===== config.mk =====
export PLATFORM = sky130hd
export DESIGN_NAME = pixel_compositor
export DESIGN_NICKNAME = d
export VERILOG_FILES = /design/src/rtl/game_pkg.sv /design/src/rtl/coord_delay.sv /design/src/rtl/pixel_compositor.sv
export SDC_FILE = /design/constraint.sdc
export NUM_CORES = 1
export LEC_CHECK = 0
export ABC_AREA = 0
export CORE_ASPECT_RATIO = 0.75
export CORE_UTILIZATION = 37
export DETAILED_ROUTE_END_ITERATION = 12
export PLACE_DENSITY = 0.8
export SLEW_MARGIN = 25
export SYNTH_ARGS = -nofsm -noshare
export SYNTH_HDL_FRONTEND = slang
export SYNTH_SLANG_ARGS = --single-unit

===== constraint.sdc =====
create_clock -name clock -period 1.2 [get_ports clock]
set_clock_uncertainty 0.1 [all_clocks]
set_input_delay 0.24 -clock clock [delete_from_list [all_inputs] [get_ports clock]]
set_output_delay 0.24 -clock clock [all_outputs]
set_load 0.05 [all_outputs]

===== src/rtl/game_pkg.sv =====
// rtl/game_pkg.sv - shared types and constants for the sprite/compositing stages
package game_pkg;
  localparam int COL_W = 12;
  localparam int ROW_W = 11;

  typedef struct packed {
    logic [23:0] rgb;
    logic        opaque;
  } layer_t;

  localparam logic [23:0] TRANSPARENT_KEY = 24'h808000;
  localparam logic [23:0] BLACK           = 24'h000000;

  typedef enum logic [1:0] {
    S_BLANK  = 2'd0,
    S_ACTIVE = 2'd1,
    S_REPORT = 2'd2
  } state_t;
endpackage


===== src/rtl/coord_delay.sv =====
// rtl/coord_delay.sv - parameterised shift register aligning {display_en, row, col} with layer data
module coord_delay #(
  parameter int DEPTH = 1,
  parameter int WIDTH = 24
) (
  input  logic             clock,
  input  logic             reset,
  input  logic [WIDTH-1:0] data,
  output logic [WIDTH-1:0] delayed
);
  logic [WIDTH-1:0] pipe [DEPTH];

  always_ff @(posedge clock) begin
    if (reset) begin
      for (int i = 0; i < DEPTH; i++) pipe[i] <= '0;
    end else begin
      pipe[0] <= data;
      for (int i = 1; i < DEPTH; i++) pipe[i] <= pipe[i-1];
    end
  end

  assign delayed = pipe[DEPTH-1];
endmodule


===== src/rtl/pixel_compositor.sv =====
// rtl/pixel_compositor.sv - layer priority compositor with per-frame collision reporting
// Collision FSM and hit outputs exist only when PIXEL_COMPOSITOR_COLLISION_EN is defined.
module pixel_compositor
  import game_pkg::*;
#(
  parameter int          COORD_DELAY = 1,
  parameter logic [23:0] BG_DEFAULT  = BLACK,
  parameter int          HIT_MAX     = 255
) (
  input  logic             clock,
  input  logic             reset,
  input  logic [COL_W-1:0] display_col,
  input  logic [ROW_W-1:0] display_row,
  input  logic             display_en,
  input  logic             calc,
  input  logic             bg_en,
  input  logic [23:0]      bg_color,
  input  logic [24:0]      player_color,
  input  logic [24:0]      bullet_color,
  input  logic [24:0]      enemy_color,
  output logic [23:0]      pixel_rgb,
  output logic             pixel_valid,
  output logic [COL_W-1:0] pixel_col,
  output logic [ROW_W-1:0] pixel_row,
  output logic             hit_pulse,
  output logic             player_hit,
  output logic [COL_W-1:0] hit_col,
  output logic [ROW_W-1:0] hit_row,
  output logic [7:0]       hit_count
);
  layer_t player, bullet, enemy;
  assign player = layer_t'(player_color);
  assign bullet = layer_t'(bullet_color);
  assign enemy  = layer_t'(enemy_color);

  logic             valid_d;
  logic [ROW_W-1:0] row_d;
  logic [COL_W-1:0] col_d;

  coord_delay #(
    .DEPTH(COORD_DELAY),
    .WIDTH(1 + ROW_W + COL_W)
  ) u_coord_delay (
    .clock  (clock),
    .reset  (reset),
    .data   ({display_en, display_row, display_col}),
    .delayed({valid_d, row_d, col_d})
  );

  logic [23:0]      sel, s1_sel;
  logic             s1_valid;
  logic [COL_W-1:0] s1_col;
  logic [ROW_W-1:0] s1_row;

  always_comb begin
    sel = bg_en ? bg_color : BG_DEFAULT;
    if (player.opaque)      sel = player.rgb;
    else if (bullet.opaque) sel = bullet.rgb;
    else if (enemy.opaque)  sel = enemy.rgb;
  end

  always_ff @(posedge clock) begin
    if (reset) begin
      s1_sel      <= '0;
      s1_valid    <= 1'b0;
      s1_col      <= '0;
      s1_row      <= '0;
      pixel_rgb   <= '0;
      pixel_valid <= 1'b0;
      pixel_col   <= '0;
      pixel_row   <= '0;
    end else begin
      s1_sel      <= sel;
      s1_valid    <= valid_d;
      s1_col      <= col_d;
      s1_row      <= row_d;
      pixel_rgb   <= s1_valid ? s1_sel : 24'h000000;
      pixel_valid <= s1_valid;
      pixel_col   <= s1_col;
      pixel_row   <= s1_row;
    end
  end

`ifdef PIXEL_COMPOSITOR_COLLISION_EN
  state_t state, state_next;
  logic   calc_q, bhit, phit, sample;

  always_ff @(posedge clock) begin
    if (reset) state <= S_BLANK;
    else       state <= state_next;
  end

  always_comb begin
    state_next = state;
    sample     = (state == S_ACTIVE) && valid_d && !calc;
    case (state)
      S_BLANK:  if (!calc) state_next = S_ACTIVE;
      S_ACTIVE: if (calc && !calc_q) state_next = S_REPORT;
      S_REPORT: state_next = calc ? S_BLANK : S_ACTIVE;
      default:  state_next = S_BLANK;
    endcase
  end

  // calc_q resets high so a calc already high at reset release is not a rising edge
  always_ff @(posedge clock) begin
    if (reset) begin
      calc_q     <= 1'b1;
      bhit       <= 1'b0;
      phit       <= 1'b0;
      hit_pulse  <= 1'b0;
      player_hit <= 1'b0;
      hit_col    <= '0;
      hit_row    <= '0;
      hit_count  <= '0;
    end else begin
      calc_q     <= calc;
      hit_pulse  <= (state == S_REPORT) && bhit;
      player_hit <= (state == S_REPORT) && phit;
      if (state == S_REPORT) begin
        bhit <= 1'b0;
        phit <= 1'b0;
        if (bhit && (hit_count != HIT_MAX[7:0])) hit_count <= hit_count + 8'd1;
      end else if (sample) begin
        if (bullet.opaque && enemy.opaque) begin
          bhit <= 1'b1;
          if (!bhit) begin
            hit_col <= col_d;
            hit_row <= row_d;
          end
        end
        if (player.opaque && enemy.opaque) phit <= 1'b1;
      end
    end
  end
`else
  logic unused_calc;
  assign unused_calc = calc | (HIT_MAX == 0);
  assign hit_pulse   = 1'b0;
  assign player_hit  = 1'b0;
  assign hit_col     = '0;
  assign hit_row     = '0;
  assign hit_count   = '0;
`endif
endmodule


==> results.json <==
{
  "synth.top_cell.area_share_pct": 55.0,
  "worstPathArrival_ps": 900,
  "yosysSeqAreaShare_pct": 55.0,
  "ys_ff_latch": 120,
  "hpwl_um": 8000,
  "cp_data_required_time_ps": 860,
  "crit_type": "flop to output port",
  "drt-pass1-iter-count": 4,
  "grt_max_degree": 42,
  "htreeDepth": 4,
  "netSwitchingFraction_pct": 25.0,
  "endpoint_kind": "output port",
  "cts.root.buffer_cell": "clkbuf_16",
  "period_needed_ps": 1240,
  "setup_viol": 48,
  "die_x_um": 127,
  "timing.rr.start": "s1_valid",
  "power_switching_uw": 2750,
  "startpoint_type": "flop",
  "leakagePower_uw": 0.00294,
  "area.growth.synth_to_final_pct": 70.0,
  "clkSlewWorstSetupHoldPaths_ps": 60,
  "antenna_found_initial": 0,
  "finalNonFillerCells": 727,
  "rsz0062_at_grt": "yes",
  "clkSinkCount": 120,
  "dp_cells": 689,
  "cts.path.max_buffers": 2,
  "hp-class": "input port to flop",
  "final_common_cell": "clkdlybuf4s50_1",
  "drtIter0Drc": 144,
  "cap_violations": 0,
  "finalWirelength_um": 11300,
  "grt_pass1_vias": 3349,
  "p_seq_share_pct": 38.3,
  "syn_inst": 377,
  "ys_warn_count": 0,
  "synth_area_leader_cell": "dfxtp_1",
  "synth_area_leaders": "dfxtp_1 (55%), nor2b_1 (14%), o32ai_2 (6.7%), a221oi_2 (6.2%), buf_4 (5.7%)",
  "fmax_ghz": 0.809,
  "clock_latency_ps": 400,
  "vias": 3229,
  "ios": 208,
  "cp_top_family": "flip-flops",
  "post-route-util_pct": 66.4,
  "p_int_uw": 8260,
  "fp-row-count": 33,
  "avgSynthCellArea_um2": 11.6,
  "layout_common_cells": "clkdlybuf4s50_1 (121), nor2b_1 (95), dfxtp_1 (72)",
  "yosysUniqueCellTypes": 17,
  "final_nets": 684,
  "crit_slowest_cell": "dfxtp_2",
  "critical-path-max-stage-delay_ps": 350,
  "drc": 0,
  "die_height_um": 96.1,
  "nFillCells": 807,
  "final.period_utilization_pct": 103,
  "grt_use_total_pct": 18.9,
  "antenna_left": 0,
  "status": "complete, but fails checks",
  "routedWlPerCell_um": 15.5,
  "drive_above_1_share_pct": 33.9,
  "cts_tree": "built",
  "vias_per_cell": 4.44,
  "whs_ps": 224,
  "violations": "setup timing",
  "crit_chain": "buf_12",
  "grt_pass1_wl_um": 16900,
  "place_ws_ps": -962,
  "syn_area_mm2": 0.00437,
  "gp_congestion": 0.755,
  "numCtsBuffers": 17,
  "hp-start": "reset",
  "crit_start": "pixel_row[2]",
  "power_frac_comb_pct": 13.1,
  "die_area_mm2": 0.0123,
  "p_clk_share_pct": 48.6,
  "ir_worst_vdd_uv": 969,
  "initial_utilization_pct": 39.0,
  "core_mm2": 0.0112,
  "power_uw": 11000,
  "hold_viol_final": 0,
  "final_max_slew_viol_count": 0,
  "cp.buffers_inverters": 1,
  "portBuffers": 173,
  "grt-ovfl-total": 0,
  "power_density_mw_per_mm2": 1480,
  "diodes": 0,
  "worstPathMaxFanout": 1,
  "worst_slack_ps": -36.2
}
==> cell usage after synthesis, drive strengths merged <==
master,instances
conb,1
dfxtp,120
or2,1
and2,24
nand2,23
o31ai,1
a221oi,24
nand3b,1
nor2b,97
clkbuf,13
o32ai,23
buf,49
==> stage by stage <==
stage / instance area [um^2] / TNS (ps)
3_5_place_dp: 6630 / -19930
2_1_floorplan: 4510 / 0
5_1_grt: 7430 / -2510
3_3_place_gp: 6630 / -17930
6_report: 7430 / -740
4_1_cts: 7410 / -1760
==> what timing repair did <==
item                                    in CTS  in global routing
endpoints found under the setup margin      72                 51
setup buffers                                5                  0
gates cloned                                 1                  0
pin swaps                                    1                  0
hold buffers                                 0                  0
resized for setup                           57                  4
==> flip-flops by register name (all words and copies together) (netlist names) <==
name and cells:
pixel_valid 1, pixel_col 12, u_coord_delay.pipe 24, s1_col 12
pixel_rgb 24, s1_valid 1, s1_row 11, pixel_row 11
s1_sel 24
==> cell type report <==
class	count	area, um^2	share of cell area (%)
Clock inverter	15	205	2.76
Multi-Input combinational cell	228	1720	23.1
Timing Repair Buffer	190	2420	32.6
Sequential cell	120	2460	33.2
Tap cell	157	196	2.64
Clock buffer	17	425	5.73
==> worst paths after layout <==
kind                                 endpoint  slack, ps  cells after the start
worst max-delay path             pixel_row[2]        -40                      1
worst min-delay path             pixel_col[8]        220                      4
worst min register to register  pixel_rgb[14]        320                      1
worst max register to register  pixel_rgb[23]        220                      3
==> power groups by stage <==
stage / Sequential, uW / Clock, uW / Combinational, uW
global placement: 4290 / 0 / 1370
global route: 4230 / 5650 / 1520
CTS: 4210 / 5450 / 1440
floorplan: 4370 / 0 / 732
finish: 4210 / 5350 / 1450
detailed placement: 4290 / 0 / 1400
==> cells by family after synthesis <==
family          count (synthesis)  share of synthesized area, %
simple gates                  146                          19.8
flops                         120                          55.0
buf+inv                        62                          9.77
compound gates                 48                          15.4
other cells                     1                        0.0858
==> metal layers <==
layer	vias to the layer above	routed length [um]	global-route usage [%]
li1	1561	-	-
met1	1515	4230	20.2
met2	141	6060	34.3
met3	12	856	7.12
met4	0	129	7.44
met5	-	0	0
(Power assumes the default switching activity.)
